===== config.mk =====
export PLATFORM = sky130hd
export DESIGN_NAME = fp32_mul
export DESIGN_NICKNAME = d
export VERILOG_FILES = /design/src/rtl/fp32_mul.sv
export SDC_FILE = /design/constraint.sdc
export NUM_CORES = 2
export LEC_CHECK = 0
export CAP_MARGIN = 30
export CELL_PAD_IN_SITES_DETAIL_PLACEMENT = 0
export CELL_PAD_IN_SITES_GLOBAL_PLACEMENT = 2
export CORE_MARGIN = 5
export CORE_UTILIZATION = 33
export CTS_CLUSTER_DIAMETER = 80
export DETAILED_ROUTE_END_ITERATION = 10
export PLACE_DENSITY = 0.75
export SLEW_MARGIN = 15
export SYNTH_ARGS = -nofsm -noshare
export SYNTH_HDL_FRONTEND = slang
export SYNTH_SLANG_ARGS = --single-unit

===== constraint.sdc =====
create_clock -name clk -period 15.9 [get_ports clk]
set_clock_uncertainty 0.1 [all_clocks]
set_input_delay 3.18 -clock clk [delete_from_list [all_inputs] [get_ports clk]]
set_output_delay 3.18 -clock clk [all_outputs]
set_load 0.05 [all_outputs]

===== src/rtl/fp32_mul.sv =====
// fp32_mul: three-stage IEEE-754 single-precision multiplier.
// Flush-to-zero in and out, round to nearest even, fixed latency.
module fp32_mul #(
   parameter int LATENCY = 3
) (
   input  logic        clk,
   input  logic        rstn,
   input  logic [31:0] dina,
   input  logic [31:0] dinb,
   input  logic        valid_in,
   output logic [31:0] result,
   output logic        valid_out
);

   typedef struct packed {
      logic [31:0] a;
      logic [31:0] b;
   } in_t;

   typedef struct packed {
      logic               s;
      logic               nan;
      logic               inf;
      logic               zero;
      logic signed [9:0]  e;
      logic [47:0]        p;
   } s1_t;

   typedef struct packed {
      logic               s;
      logic               nan;
      logic               inf;
      logic               zero;
      logic signed [9:0]  e;
      logic [22:0]        m;
   } s2_t;

   logic [LATENCY-1:0] vld;
   in_t                s0_q;
   s1_t                s1_d;
   s1_t                s1_q;
   s2_t                s2_d;
   s2_t                s2_q;
   logic [31:0]        res_d;

   logic [7:0]         ea;
   logic [7:0]         eb;
   logic [22:0]        fa;
   logic [22:0]        fb;
   logic               a_zero;
   logic               b_zero;
   logic               a_inf;
   logic               b_inf;
   logic               a_nan;
   logic               b_nan;

   assign ea = s0_q.a[30:23];
   assign eb = s0_q.b[30:23];
   assign fa = s0_q.a[22:0];
   assign fb = s0_q.b[22:0];

   // exp=0 covers true zero and denormals alike
   assign a_zero = (ea == 8'd0);
   assign b_zero = (eb == 8'd0);
   assign a_inf  = (ea == 8'hFF) && (fa == 23'd0);
   assign b_inf  = (eb == 8'hFF) && (fb == 23'd0);
   assign a_nan  = (ea == 8'hFF) && (fa != 23'd0);
   assign b_nan  = (eb == 8'hFF) && (fb != 23'd0);

   // stage 1: classify, add exponents, multiply significands
   always_comb begin
      s1_d      = '0;
      s1_d.s    = s0_q.a[31] ^ s0_q.b[31];
      s1_d.nan  = a_nan | b_nan | (a_inf & b_zero) | (b_inf & a_zero);
      s1_d.inf  = a_inf | b_inf;
      s1_d.zero = a_zero | b_zero;
      s1_d.e    = $signed({2'b00, ea}) + $signed({2'b00, eb})
                - 10'sd127;
      s1_d.p    = {24'd0, 1'b1, fa} * {24'd0, 1'b1, fb};
   end

   logic [22:0]       m_n;
   logic              g;
   logic              st;
   logic              inc;
   logic signed [9:0] e_n;

   // stage 2: normalise by one bit, round to nearest even
   always_comb begin
      m_n = s1_q.p[45:23];
      g   = s1_q.p[22];
      st  = |s1_q.p[21:0];
      e_n = s1_q.e;
      if (s1_q.p[47]) begin
         m_n = s1_q.p[46:24];
         g   = s1_q.p[23];
         st  = |s1_q.p[22:0];
         e_n = s1_q.e + 10'sd1;
      end
      inc       = g & (st | m_n[0]);
      s2_d      = '0;
      s2_d.s    = s1_q.s;
      s2_d.nan  = s1_q.nan;
      s2_d.inf  = s1_q.inf;
      s2_d.zero = s1_q.zero;
      s2_d.m    = m_n + {22'd0, inc};
      s2_d.e    = e_n;
      // all-ones fraction rounding up wraps to 1.0 at next binade
      if (inc && (&m_n)) begin
         s2_d.e = e_n + 10'sd1;
      end
   end

   // stage 3: specials by priority, range check, pack
   always_comb begin
      res_d = {s2_q.s, s2_q.e[7:0], s2_q.m};
      if (s2_q.nan) begin
         res_d = 32'h7FC0_0000;
      end else if (s2_q.inf) begin
         res_d = {s2_q.s, 8'hFF, 23'd0};
      end else if (s2_q.zero) begin
         res_d = {s2_q.s, 31'd0};
      end else if (s2_q.e >= 10'sd255) begin
         res_d = {s2_q.s, 8'hFF, 23'd0};
      end else if (s2_q.e <= 10'sd0) begin
         res_d = {s2_q.s, 31'd0};
      end
   end

   // valid shift register and output register, cleared at once
   always_ff @(posedge clk or negedge rstn) begin
      if (!rstn) begin
         vld       <= '0;
         valid_out <= 1'b0;
         result    <= '0;
      end else begin
         vld       <= {vld[LATENCY-2:0], valid_in};
         valid_out <= vld[LATENCY-1];
         if (vld[LATENCY-1]) begin
            result <= res_d;
         end
      end
   end

   // datapath registers run freely; validity lives in vld
   always_ff @(posedge clk) begin
      s0_q <= '{a: dina, b: dinb};
      s1_q <= s1_d;
      s2_q <= s2_d;
   end

endmodule


== Word-level counts from Yosys, hierarchy flattened ==
Index checks and enable logic that the tools add are counted.

* Bits of input ports: 67
* Flip-flop bits (word level): 199
* Word-level logic and storage cells: 61
* Output and inout port bits: 33

* Eq/ne operators: 2
* Reductions and logical operators: 14
* Muxes and demuxes: 10
* Multipliers: 1
* Add/subtract/negate cells: 5
* $lt $le $gt $ge: 2
* Bitwise gates (word level): 10

{| class="wikitable"
|+ Operators with widths
! cell !! count
|-
| two-way mux 31 bit || 4
|-
| multiplier 24 x 24 -> 48 bit || 1
|-
| zero test 23 bit || 2
|-
| nonzero test 23 bit || 2
|-
| two-way mux 32 bit || 1
|-
| adder 23 x 1 -> 23 bit || 1
|-
| two-way mux 23 bit || 1
|-
| AND reduction 23 bit || 1
|-
| OR reduction 23 bit || 1
|-
| OR reduction 22 bit || 1
|-
| adder 10 x 2 -> 10 bit, second input constant || 2
|-
| two-way mux 10 bit || 2
|-
| equality test 8 bit, second input constant || 2
|-
| zero test 8 bit || 2
|-
| greater-or-equal comparator 10 x 9 -> 1 bit, second input constant || 1
|-
| less-or-equal comparator 10 x 1 -> 1 bit, second input constant || 1
|-
| subtractor 9 x 7 -> 10 bit, second input constant || 1
|-
| adder 8 x 8 -> 9 bit || 1
|-
| OR 1 bit || 6
|-
| logical AND 1 bit || 5
|-
| AND 1 bit || 3
|-
| two-way mux 1 bit || 2
|-
| XOR 1 bit || 1
|}

== Longest topological paths before layout ==
* Depth in word-level cells: 6
* Gate-level depth with buffers: 26
* Mapped depth without buffers: 24

== Least setup slack after synthesis ==
No wires, ideal clock.

* Path type: register -> register
* Start: reg s0_q, in the netlist fb[12]
* End: reg s1_q[45] (netlist bit)
* Period minus slack after synthesis: 6.723 ns
* Setup time: 0.093 ns
* Setup slack: 9.177 ns
* Data required time: 15.707 ns
* Path buffers: 3
* Cell stages (with the launch flop): 26
* Arrival: 6.529 ns
* Path through: dfxtp_1 clkbuf_1 clkbuf_1 nand2_1 fa_1 inv_1 fa_1 inv_1 fa_1 inv_1 fa_1 fa_1 fa_1 inv_1 fa_1 inv_1 ha_1 buf_2 nand2_1 or4_4 or2_1 o22ai_1 o31ai_1 a21oi_2 a21oi_2 o311ai_2

{| class="wikitable"
|+ RTL lines
! what !! RTL line !! text
|-
| from (decl) || 39 || <nowiki>in_t s0_q;</nowiki>
|-
| from (signal assigned) || 147 || <nowiki>s0_q <= '{a: dina, b: dinb};</nowiki>
|-
| to (signal assigned) || 148 || <nowiki>s1_q <= s1_d;</nowiki>
|-
| to (decl) || 41 || <nowiki>s1_t s1_q;</nowiki>
|}

==> metrics.md <==
| Metric | Value |
|---|---|
| Ys Warns | `0` |
| Largest net degree at the start of global routing | `53` |
| Slowest cell delay on critical path | `0.88 ns` |
| Hpwl dp | `57.5 mm` |
| Vias in the first global route | `20,000` |
| Row count | `102` |
| Setup CP Type | `reg2reg` |
| Most frequent CP cell | `fa_1` |
| CTS Buf Count | `17` |
| Worst skew pair latency | `0.49 ns` |
| DRT Wirelength | `74.4 mm` |
| Max Slew Vio Count | `0` |
| CTS Hold Bufs | `0` |
| HP Class | `reg2reg` |
| Die W | `288 microns` |
| Yosys cell types | `72` |
| DRC | `0` |
| Via/cell ratio | `4.73` |
| CP Launch Type | `flop` |
| Clock sink count | `199` |
| Yosys top cell by area | `fa_1` |
| Post-CTS setup buffer count | `0` |
| Worst path slowest cell | `dfxtp_1` |
| Routed len/inst | `19.3 microns` |
| Syn Nets | `3,510` |
| RSZ-0062 raised after global routing | `no` |
| Clock transition at path regs | `0.10 ns` |
| First-pass GRT wire length | `118 mm` |
| Slew at the pin with the worst max-slew slack | `0.909 ns` |
| Initial antenna violation count | `0` |
| Routability congestion estimate | `0.868` |
| R2r startpoint | `fb[0]$_DFF_P_` |
| Syn Area/Cell | `9.23 sq um` |
| Iter 0 DRT Violations | `1,047` |
| Die Span Y | `288 microns` |
| Arrival time worst endpoint | `8.52 ns` |
| Crit share post-route | `51.7%` |
| Mapped Area | `25,500 sq um` |
| Outcome | `finished, final reports clean` |
| Deepest clock path buffer count | `2` |
| Die area | `83,100 sq um` |
| Post-route setup TNS | `0 ns` |
| Antenna violation net count after detailed routing | `0` |
| Worst slew margin | `39.3%` |
| H-tree depth | `4` |
| Predominant post-synthesis flop cell | `dfxtp_1` |
| Crit Path Max Fanout | `17` |
| Max_cap viols | `0` |
| GRT Residual Overflow | `0` |
| Final hold viol count | `0` |
| WP data required | `16.20 ns` |
| CP startpoint | `fb[0]$_DFF_P_` |
| Crit path time final | `8.22 ns` |
| CTS tree | `done` |
| Final Setup Violations | `0` |
| EDFF count, synth | `0` |
| DP Area | `27,700 sq um` |
| Inst Count DP | `3,833` |
| Max Freq | `122 MHz` |
| Starting Density | `33.1%` |
| Seq/Total Area, Yosys | `16.3%` |
| Final Instance Area | `28,400 sq um` |
| Top-area cell type share of the netlist area | `37.8%` |
| Synth async-reset ratio | `18.1%` |
| IO buf count | `99` |
| GR Util All Layers | `18.4%` |
| Hold Crit Start | `s1_q[58]$_DFF_P_` |
| Share of cells above drive strength 1 | `3.82%` |
| Final core utilization | `36.8%` |
| Yosys reg bits | `199` |
| Worst-path cell chain | `clkinv_1, nor2_1, fa_1, fa_1, inv_1, fa_1, fa_1, inv_1, fa_1, fa_1, inv_1, fa_1, inv_1, ha_1, nand3_1, or3_1, or3_4, a211oi_2, o31ai_1, a21oi_2, a21oi_2, o311ai_2` |
| Area delta synth->final | `11.0%` |
| Worst Setup End Kind | `flop` |
| Synth area leaders | `fa_1, dfxtp_1, ha_1, inv_1, and2_1` |
| Final net count | `3,553` |
| Vias | `18,300` |
| Core area | `77,100 sq um` |
| CTS root buf | `clkbuf_16` |
| Post-CTS sizing | `0` |
| Total I/O pin count | `100` |
| Fin cells | `3,866` |
| Drt pass-1 iters | `7` |
| Synthesized instance count | `2,769` |
layout make-up:
class / instances / area, sq um
diodes: 1 / 2.50
clock buffers: 17 / 425
inverters: 613 / 2300
clock inverters: 15 / 203
fillers: 7878 / 48700
well taps: 1040 / 1300
repair buffers: 145 / 1350
flip-flops and latches: 199 / 4170
multi-input cells: 1836 / 18600
per-stage QoR:
step | hold WS [ns] | setup slack [ns]
2_1_floorplan | 0.210 | 9.18
3_5_place_dp | 0.214 | 7.61
5_1_grt | 0.249 | 7.29
3_3_place_gp | 0.217 | 7.69
4_1_cts | 0.235 | 7.58
6_report | 0.233 | 7.68
final timing paths:
kind                       cells after the start               endpoint  slack [ns]
max                                           22       s1_q[45]$_DFF_P_        7.68
min                                            0       s2_q[33]$_DFF_P_        0.23
max reg2reg                                   22       s1_q[45]$_DFF_P_        7.68
min reg2reg                                    0       s2_q[33]$_DFF_P_        0.23
max in group asynchronous                      2  result[5]$_DFFE_PN0P_       12.37
min in group asynchronous                      2  result[1]$_DFFE_PN0P_        3.01
flip-flops by register name, indices dropped and copies added (netlist names):
signal / cells
s1_q: 62
s2_q: 37
result: 32
fa: 23
fb: 23
ea: 8
eb: 8
vld: 3
s0_q: 2
valid_out: 1
critical path: cells and delay by family (launching register included):
kind / cells / cell delay (ns)
adders and majority gates: 8 / 3.91
and+or+nand+nor: 4 / 1.25
AOI/OAI and AO/OA: 5 / 1.21
DFF: 1 / 0.88
buffers and inverters: 5 / 0.77
routing by layer:
metal	track usage [%]	up-vias	routed length, microns
met5	0	-	0
met4	4.08	0	1470
met3	3.81	70	4440
met2	29.2	524	33700
met1	26.2	9294	34800
li1	-	8394	-
placed cells by master, fill, tap and decap left out, types with 3 or more instances in the layout:
master,instances
inv_1,610
fa_1,483
nand2_1,343
and2_1,247
ha_1,191
dfxtp_1,162
clkdlybuf4s50_1,99
nor2_1,94
a21oi_1,70
xnor2_1,63
o21ai_0,62
buf_4,44
dfrtp_1,36
xor2_1,33
nand4_1,28
nand3_1,26
nor4_1,24
a21o_1,18
clkbuf_16,17
mux2i_1,16
and3_1,11
o21bai_1,11
nor2b_1,11
nor3_1,10
a211oi_1,9
a31oi_1,8
mux2_2,7
nor3b_1,5
o211ai_1,5
nand3b_1,5
a22o_1,4
clkinv_8,4
inv_8,4
clkinv_1,3
a41oi_1,3
cells in the mapped netlist, types with 9 or more instances:
master and number:
a211oi_1 9, a21o_1 18, a21oi_1 70, and2_1 247, and3_1 11, clkbuf_1 107, dfrtp_1 36, dfxtp_1 163
fa_1 483, ha_1 191, inv_1 610, mux2i_1 16, nand2_1 343, nand3_1 26, nand4_1 28, nor2_1 94
nor2b_1 11, nor3_1 10, nor4_1 24, o21ai_0 62, o21bai_1 11, xnor2_1 63, xor2_1 33
cell families after synthesis:
logic type / after synthesis / share of synthesized area, %
AO/OA/AOI/OAI: 219 / 5.36
XOR/XNOR: 96 / 3.29
adder cells (fa/ha/maj): 674 / 47.2
buffers and inverters: 734 / 10.9
flip-flops: 199 / 16.3
multiplexers: 23 / 0.935
AND/OR/NAND/NOR: 824 / 16.0
Power is not shown: default switching activity piles up to over one toggle a cycle in this logic, so the estimate is an artifact.
